## src/rtl/instruction_sequencer_if.sv

```systemverilog
// Fetch and data-memory handshake bundle between the
// sequencer and the memory side.
interface instruction_sequencer_if #(
  parameter int INST_W = 16
);
  logic              imem_req;
  logic              imem_ready;
  logic [INST_W-1:0] imem_rdata;
  logic              dmem_req;
  logic              dmem_we;
  logic              dmem_ready;

  modport master (
    output imem_req, dmem_req, dmem_we,
    input  imem_ready, imem_rdata, dmem_ready
  );

  modport slave (
    input  imem_req, dmem_req, dmem_we,
    output imem_ready, imem_rdata, dmem_ready
  );
endinterface

```

## src/rtl/instruction_sequencer.sv

```systemverilog
// Multi-cycle fetch/decode/execute controller for the turtle core:
// owns IR, the commit strobe, halt/run control and instret.
module instruction_sequencer #(
  parameter int INST_W        = 16,
  parameter int CNT_W         = 32,
  parameter int FETCH_TIMEOUT = 0
) (
  input  logic              clk,
  input  logic              rst,
  input  logic              run,
  input  logic              halt_req,
  input  logic              dmem_we_dec,
  input  logic              dmem_oe_dec,
  instruction_sequencer_if.master bus,
  output logic [INST_W-1:0] ir,
  output logic              commit,
  output logic              running,
  output logic              halted,
  output logic              fault,
  output logic [CNT_W-1:0]  instret
);

  typedef enum logic [2:0] {
    S_IDLE,
    S_FETCH,
    S_DECODE,
    S_EXEC,
    S_MEM,
    S_HALTED
  } state_t;

  localparam int TO_W =
    (FETCH_TIMEOUT > 1) ? $clog2(FETCH_TIMEOUT) : 1;
  // Last wait value before the timeout fires.
  localparam logic [TO_W-1:0] TO_LAST =
    TO_W'((FETCH_TIMEOUT > 0) ? FETCH_TIMEOUT - 1 : 0);

  state_t          state;
  state_t          next;
  logic [TO_W-1:0] wait_cnt;
  logic            timeout;

  assign timeout = (FETCH_TIMEOUT != 0) &&
                   (wait_cnt == TO_LAST);

  always_ff @(posedge clk) begin
    if (rst) state <= S_IDLE;
    else     state <= next;
  end

  always_comb begin
    next         = state;
    commit       = 1'b0;
    bus.imem_req = 1'b0;
    bus.dmem_req = 1'b0;
    bus.dmem_we  = 1'b0;
    running      = 1'b0;
    halted       = 1'b0;
    unique case (state)
      S_IDLE: begin
        if (run) next = S_FETCH;
      end
      S_FETCH: begin
        bus.imem_req = 1'b1;
        running      = 1'b1;
        if (bus.imem_ready) next = S_DECODE;
        else if (timeout)   next = S_HALTED;
      end
      S_DECODE: begin
        running = 1'b1;
        if (dmem_we_dec || dmem_oe_dec) next = S_MEM;
        else                            next = S_EXEC;
      end
      S_EXEC: begin
        running = 1'b1;
        commit  = 1'b1;
        next    = halt_req ? S_HALTED : S_FETCH;
      end
      S_MEM: begin
        running      = 1'b1;
        bus.dmem_req = 1'b1;
        bus.dmem_we  = dmem_we_dec;
        if (bus.dmem_ready) begin
          commit = 1'b1;
          next   = halt_req ? S_HALTED : S_FETCH;
        end
      end
      S_HALTED: begin
        halted = 1'b1;
        if (run) next = S_FETCH;
      end
      default: next = S_IDLE;
    endcase
  end

  always_ff @(posedge clk) begin
    if (rst) begin
      ir       <= '0;
      instret  <= '0;
      fault    <= 1'b0;
      wait_cnt <= '0;
    end else begin
      if (state == S_FETCH && bus.imem_ready)
        ir <= bus.imem_rdata;
      if (commit)
        instret <= instret + CNT_W'(1);
      // Counts only while we stay in FETCH.
      if (state == S_FETCH && next == S_FETCH)
        wait_cnt <= wait_cnt + TO_W'(1);
      else
        wait_cnt <= '0;
      if (state == S_FETCH && next == S_HALTED)
        fault <= 1'b1;
      else if (state == S_HALTED && run)
        fault <= 1'b0;
    end
  end

endmodule

```

## src/flat_wrapper.sv

```systemverilog
// flat-port wrapper written by rule: the top's interface ports become plain ports
module instruction_sequencer_flat 
#(
  parameter int INST_W        = 16,
  parameter int CNT_W         = 32,
  parameter int FETCH_TIMEOUT = 0
)
  (clk, rst, run, halt_req, dmem_we_dec, dmem_oe_dec, ir, commit, running, halted, fault, instret, bus_imem_req, bus_dmem_req, bus_dmem_we, bus_imem_ready, bus_imem_rdata, bus_dmem_ready);
  instruction_sequencer_if #(.INST_W(INST_W)) bus_i ();
  input  logic clk;
  input  logic rst;
  input  logic run;
  input  logic halt_req;
  input  logic dmem_we_dec;
  input  logic dmem_oe_dec;
  output logic [INST_W-1:0] ir;
  output logic commit;
  output logic running;
  output logic halted;
  output logic fault;
  output logic [CNT_W-1:0] instret;
  output wire logic [$bits(bus_i.imem_req)-1:0] bus_imem_req;
  output wire logic [$bits(bus_i.dmem_req)-1:0] bus_dmem_req;
  output wire logic [$bits(bus_i.dmem_we)-1:0] bus_dmem_we;
  input wire logic [$bits(bus_i.imem_ready)-1:0] bus_imem_ready;
  input wire logic [$bits(bus_i.imem_rdata)-1:0] bus_imem_rdata;
  input wire logic [$bits(bus_i.dmem_ready)-1:0] bus_dmem_ready;
  assign bus_imem_req = bus_i.imem_req;
  assign bus_dmem_req = bus_i.dmem_req;
  assign bus_dmem_we = bus_i.dmem_we;
  assign bus_i.imem_ready = bus_imem_ready;
  assign bus_i.imem_rdata = bus_imem_rdata;
  assign bus_i.dmem_ready = bus_dmem_ready;
  instruction_sequencer #(.INST_W(INST_W), .CNT_W(CNT_W), .FETCH_TIMEOUT(FETCH_TIMEOUT)) u_core (.clk(clk), .rst(rst), .run(run), .halt_req(halt_req), .dmem_we_dec(dmem_we_dec), .dmem_oe_dec(dmem_oe_dec), .bus(bus_i), .ir(ir), .commit(commit), .running(running), .halted(halted), .fault(fault), .instret(instret));
endmodule
```

## config.mk

```make
export PLATFORM = sky130hd
export DESIGN_NAME = instruction_sequencer_flat
export DESIGN_NICKNAME = d
export VERILOG_FILES = /design/src/rtl/instruction_sequencer_if.sv /design/src/rtl/instruction_sequencer.sv /design/src/flat_wrapper.sv
export SDC_FILE = /design/constraint.sdc
export NUM_CORES = 1
export LEC_CHECK = 0
export BUFFER_PORTS_ARGS = -buffer_cell sky130_fd_sc_hd__buf_2
export CAP_MARGIN = 5
export CORE_MARGIN = 3
export CORE_UTILIZATION = 54
export CTS_CLUSTER_SIZE = 8
export DETAILED_ROUTE_END_ITERATION = 7
export PLACE_DENSITY_LB_ADDON = 0.15
export SLEW_MARGIN = 10
export SYNTH_ARGS = -nofsm -noshare
export SYNTH_HDL_FRONTEND = slang
export SYNTH_SLANG_ARGS = --single-unit
```

## constraint.sdc

```tcl
create_clock -name clk -period 5.6 [get_ports clk]
set_clock_uncertainty 0.05 [all_clocks]
set_input_delay 0.56 -clock clk [delete_from_list [all_inputs] [get_ports clk]]
set_output_delay 0.56 -clock clk [all_outputs]
set_load 0.02 [all_outputs]
```

==> impl_metrics.json <==
{
  "min_to": "u_core.ir[9]",
  "ant_nets": 0,
  "status": "completed",
  "cts_root_buf": "clkbuf_8",
  "pwr-share-clk_pct": 29.2,
  "drc_errors": 0,
  "r2r-start": "u_core.state[1]",
  "synth_most_common_cell": "dfxtp_1",
  "p_int_mw": 0.4991,
  "yosys.area.top_type": "dfxtp_1",
  "min-delay-start": "u_core.ir[9]",
  "reg2reg_to": "u_core.instret[27]",
  "via_per_inst": 5.671,
  "rsz0062_at_grt": "no",
  "antenna_found_initial": 0,
  "final_layout_size_suffix_gt1_share_pct": 25.07,
  "final_nets": 376,
  "port_buffers": 78,
  "grt_max_degree": 52,
  "fin_setup_tns_ps": 0,
  "vdd_drop_max_uv": 144.5,
  "synth_area_um2": 2379,
  "cp_num_buf_inv": 1,
  "combPwrFrac_pct": 13.1,
  "synthDistinctLibCells": 40,
  "cts_tree": "yes",
  "synthToLayoutAreaGrowth_pct": 18.15,
  "wl_per_cell_um": 13.29,
  "finalCritPeriodShare_pct": 42.07,
  "power_density_nw_per_um2": 241.7,
  "r2r.worst_path.cells": 4,
  "synth.yosys.seq_area_share_pct": 43.77,
  "synth-warning-count": 0,
  "placed_area_um2": 2733,
  "leakagePower_nw": 1.121,
  "grt_pass1_vias": 2049,
  "cts_resized": 0,
  "p_sw_share_pct": 26.52,
  "p_total_mw": 0.6793,
  "ctsHoldBuffers": 0,
  "crit_cells": 3,
  "ys_top_cells_by_count": "52 x dfxtp_1, 43 x a21oi_1, 41 x nand2_1",
  "ctsHtreeMaxLevel": 2,
  "hpwl_mm": 3.708,
  "first_pass_iters": 4,
  "boundaryPins": 79,
  "syn_nets": 314,
  "die_area_um2": 5237,
  "synth_cells": 289,
  "coreArea_um2": 4115,
  "timing.fmax_mhz": 424.5,
  "clk_pin_slew_ps": 80,
  "grt_usage_pct": 21.35,
  "insertion_delay_ps": 300,
  "maxCapViolations": 0,
  "finalHoldViolCount": 0,
  "synth_edf_count": 0,
  "worstMarginPinSlew_ps": 934.1,
  "netlist_top_cells_area": "dfxtp_1 44%, a21oi_1 9.0%, nand2_1 6.5%, o31ai_1 6.0%, or4_1 6.0%",
  "avgSynthCellArea_um2": 8.230,
  "endpoint_kind": "output port",
  "synth-async-reset-ratio_pct": 0,
  "slew_headroom_pct": 37.73,
  "worst-path-max-fanout": 14,
  "first_iter_violations": 201,
  "hp-class": "flip-flop to flip-flop",
  "start_kind": "flip-flop",
  "synth-seq-cells": 52,
  "grt_overflow_total": 0,
  "power_frac_seq_pct": 57.7,
  "hold_depth": 2,
  "n_antenna_cell": 0,
  "gp_congestion": 0.7515,
  "finalSetupViolCount": 0,
  "critical_path.top_delay_family": "simple AND/OR/NAND/NOR gates",
  "path_cells": "and4bb_2 > or2_2 > buf_2",
  "drt_wl_total_mm": 5.330,
  "cp.arrival_ps": 1750,
  "reg2reg_slack_ps": 3380,
  "num_vias": 2274,
  "layout_setup_ws_ps": 3244,
  "dieHeight_um": 72.37,
  "holdWs_ps": 404.7,
  "switchingPower_mw": 0.1802,
  "ys.flop_type": "dfxtp_1",
  "cts_sinks": 52,
  "die_x_um": 72.37,
  "initial_core_util_pct": 57.80,
  "path_class": "flip-flop to output port",
  "num_rows": 23,
  "fin_crit_ps": 2356,
  "finalInstanceArea_um2": 2810,
  "cts_inserted_buffers": 5,
  "cts_setup_buffers": 0,
  "critPathSlowestCell": "dfxtp_1",
  "critical-path-max-stage-delay_ps": 560,
  "clock_tree.buffer_depth": 2,
  "slew_violations": 0,
  "dp_slack_ps": 3204,
  "cp.required_ps": 4990,
  "synth.top_cell.area_share_pct": 43.77,
  "grt_pass1_wl_mm": 9.156
}
worst reg2reg max path, delay by kind of cell, from the launching register on:
| kind | cells | cell delay (ps) |
|---|---|---|
| AND/OR/NAND/NOR | 2 | 990 |
| flip-flops | 1 | 560 |
| AO/OA/AOI/OAI | 2 | 550 |
cells in the final DEF, fill, tap and decap left out, types with 2 or more instances in the layout:
cell type,netlist,routed
xnor2_1,2,2
dfxtp_1,52,52
inv_1,4,4
and3_1,4,4
nand4_1,4,4
or3_1,5,5
a21oi_1,43,43
nand2_1,41,41
and4_1,4,4
a31oi_1,2,2
buf_2,4,78
nand2b_1,2,2
nand3_1,10,10
xor2_1,6,6
or4_1,19,19
or2_2,2,2
nor2_1,13,13
o31ai_1,19,19
o21ai_0,7,6
clkbuf_8,0,5
and2_1,4,4
o211ai_1,5,5
nor3_1,3,3
o21ai_1,1,2
per-layer routing:
metal / global-route usage, % / up-vias / part of all wire, %
met5: 0 / - / 0
met4: 6.472 / 0 / 1.0
met3: 4.432 / 6 / 5.1
met2: 34.68 / 56 / 47
met1: 28.46 / 1030 / 47
li1: - / 1182 / -
logic make-up (layout without fill, tap and decap cells):
family,count (synthesis),after routing,synth area share (%)
simple gates,117,117,26.56
buf+inv,27,89,4.787
compound gates,83,83,20.99
fa+ha+maj,1,1,0.5260
mux,1,1,0.4208
xor+xnor,8,8,2.946
flops,52,52,43.77
flip-flops by register name (all words and copies together), names as in the netlist:
register and cells:
u_core.ir 16, u_core.fault 1, u_core.instret 32, u_core.state 3
layout make-up:
cell class / instances / area, um2
sequential: 52 / 1041
clock buffer: 6 / 72.57
multi-input combinational: 210 / 1224
timing repair buffer: 78 / 390.4
tap: 50 / 62.56
fill: 370 / 1305
inverter: 4 / 15.01
clock inverter: 1 / 5.005
worst max path at each step:
stage	slack, ps	end	startpoint
after floorplan	3530	u_core.instret[30]	u_core.instret[3]
after global placement	3250	u_core.instret[20]	bus_dmem_ready
after detailed placement	3200	u_core.instret[12]	bus_dmem_ready
after CTS	3240	commit	u_core.state[1]
after global routing	3160	u_core.instret[27]	u_core.state[1]
final	3240	commit	u_core.state[1]
power by group through the flow:
stage	logic (mW)	registers (mW)	clock network (mW)
2_1_floorplan	0.0584	0.404	0
5_1_grt	0.0994	0.394	0.217
6_report	0.0891	0.392	0.198
3_5_place_dp	0.0892	0.400	0
4_1_cts	0.0895	0.392	0.204
3_3_place_gp	0.0882	0.400	0
through the flow:
stage	std cells	util [%]
final	401	68.29
after global routing	401	68.29
after CTS	401	68.29
after detailed placement	394	66.40
after global placement	394	66.40
after floorplan	289	-
(Power assumes the default switching activity.)
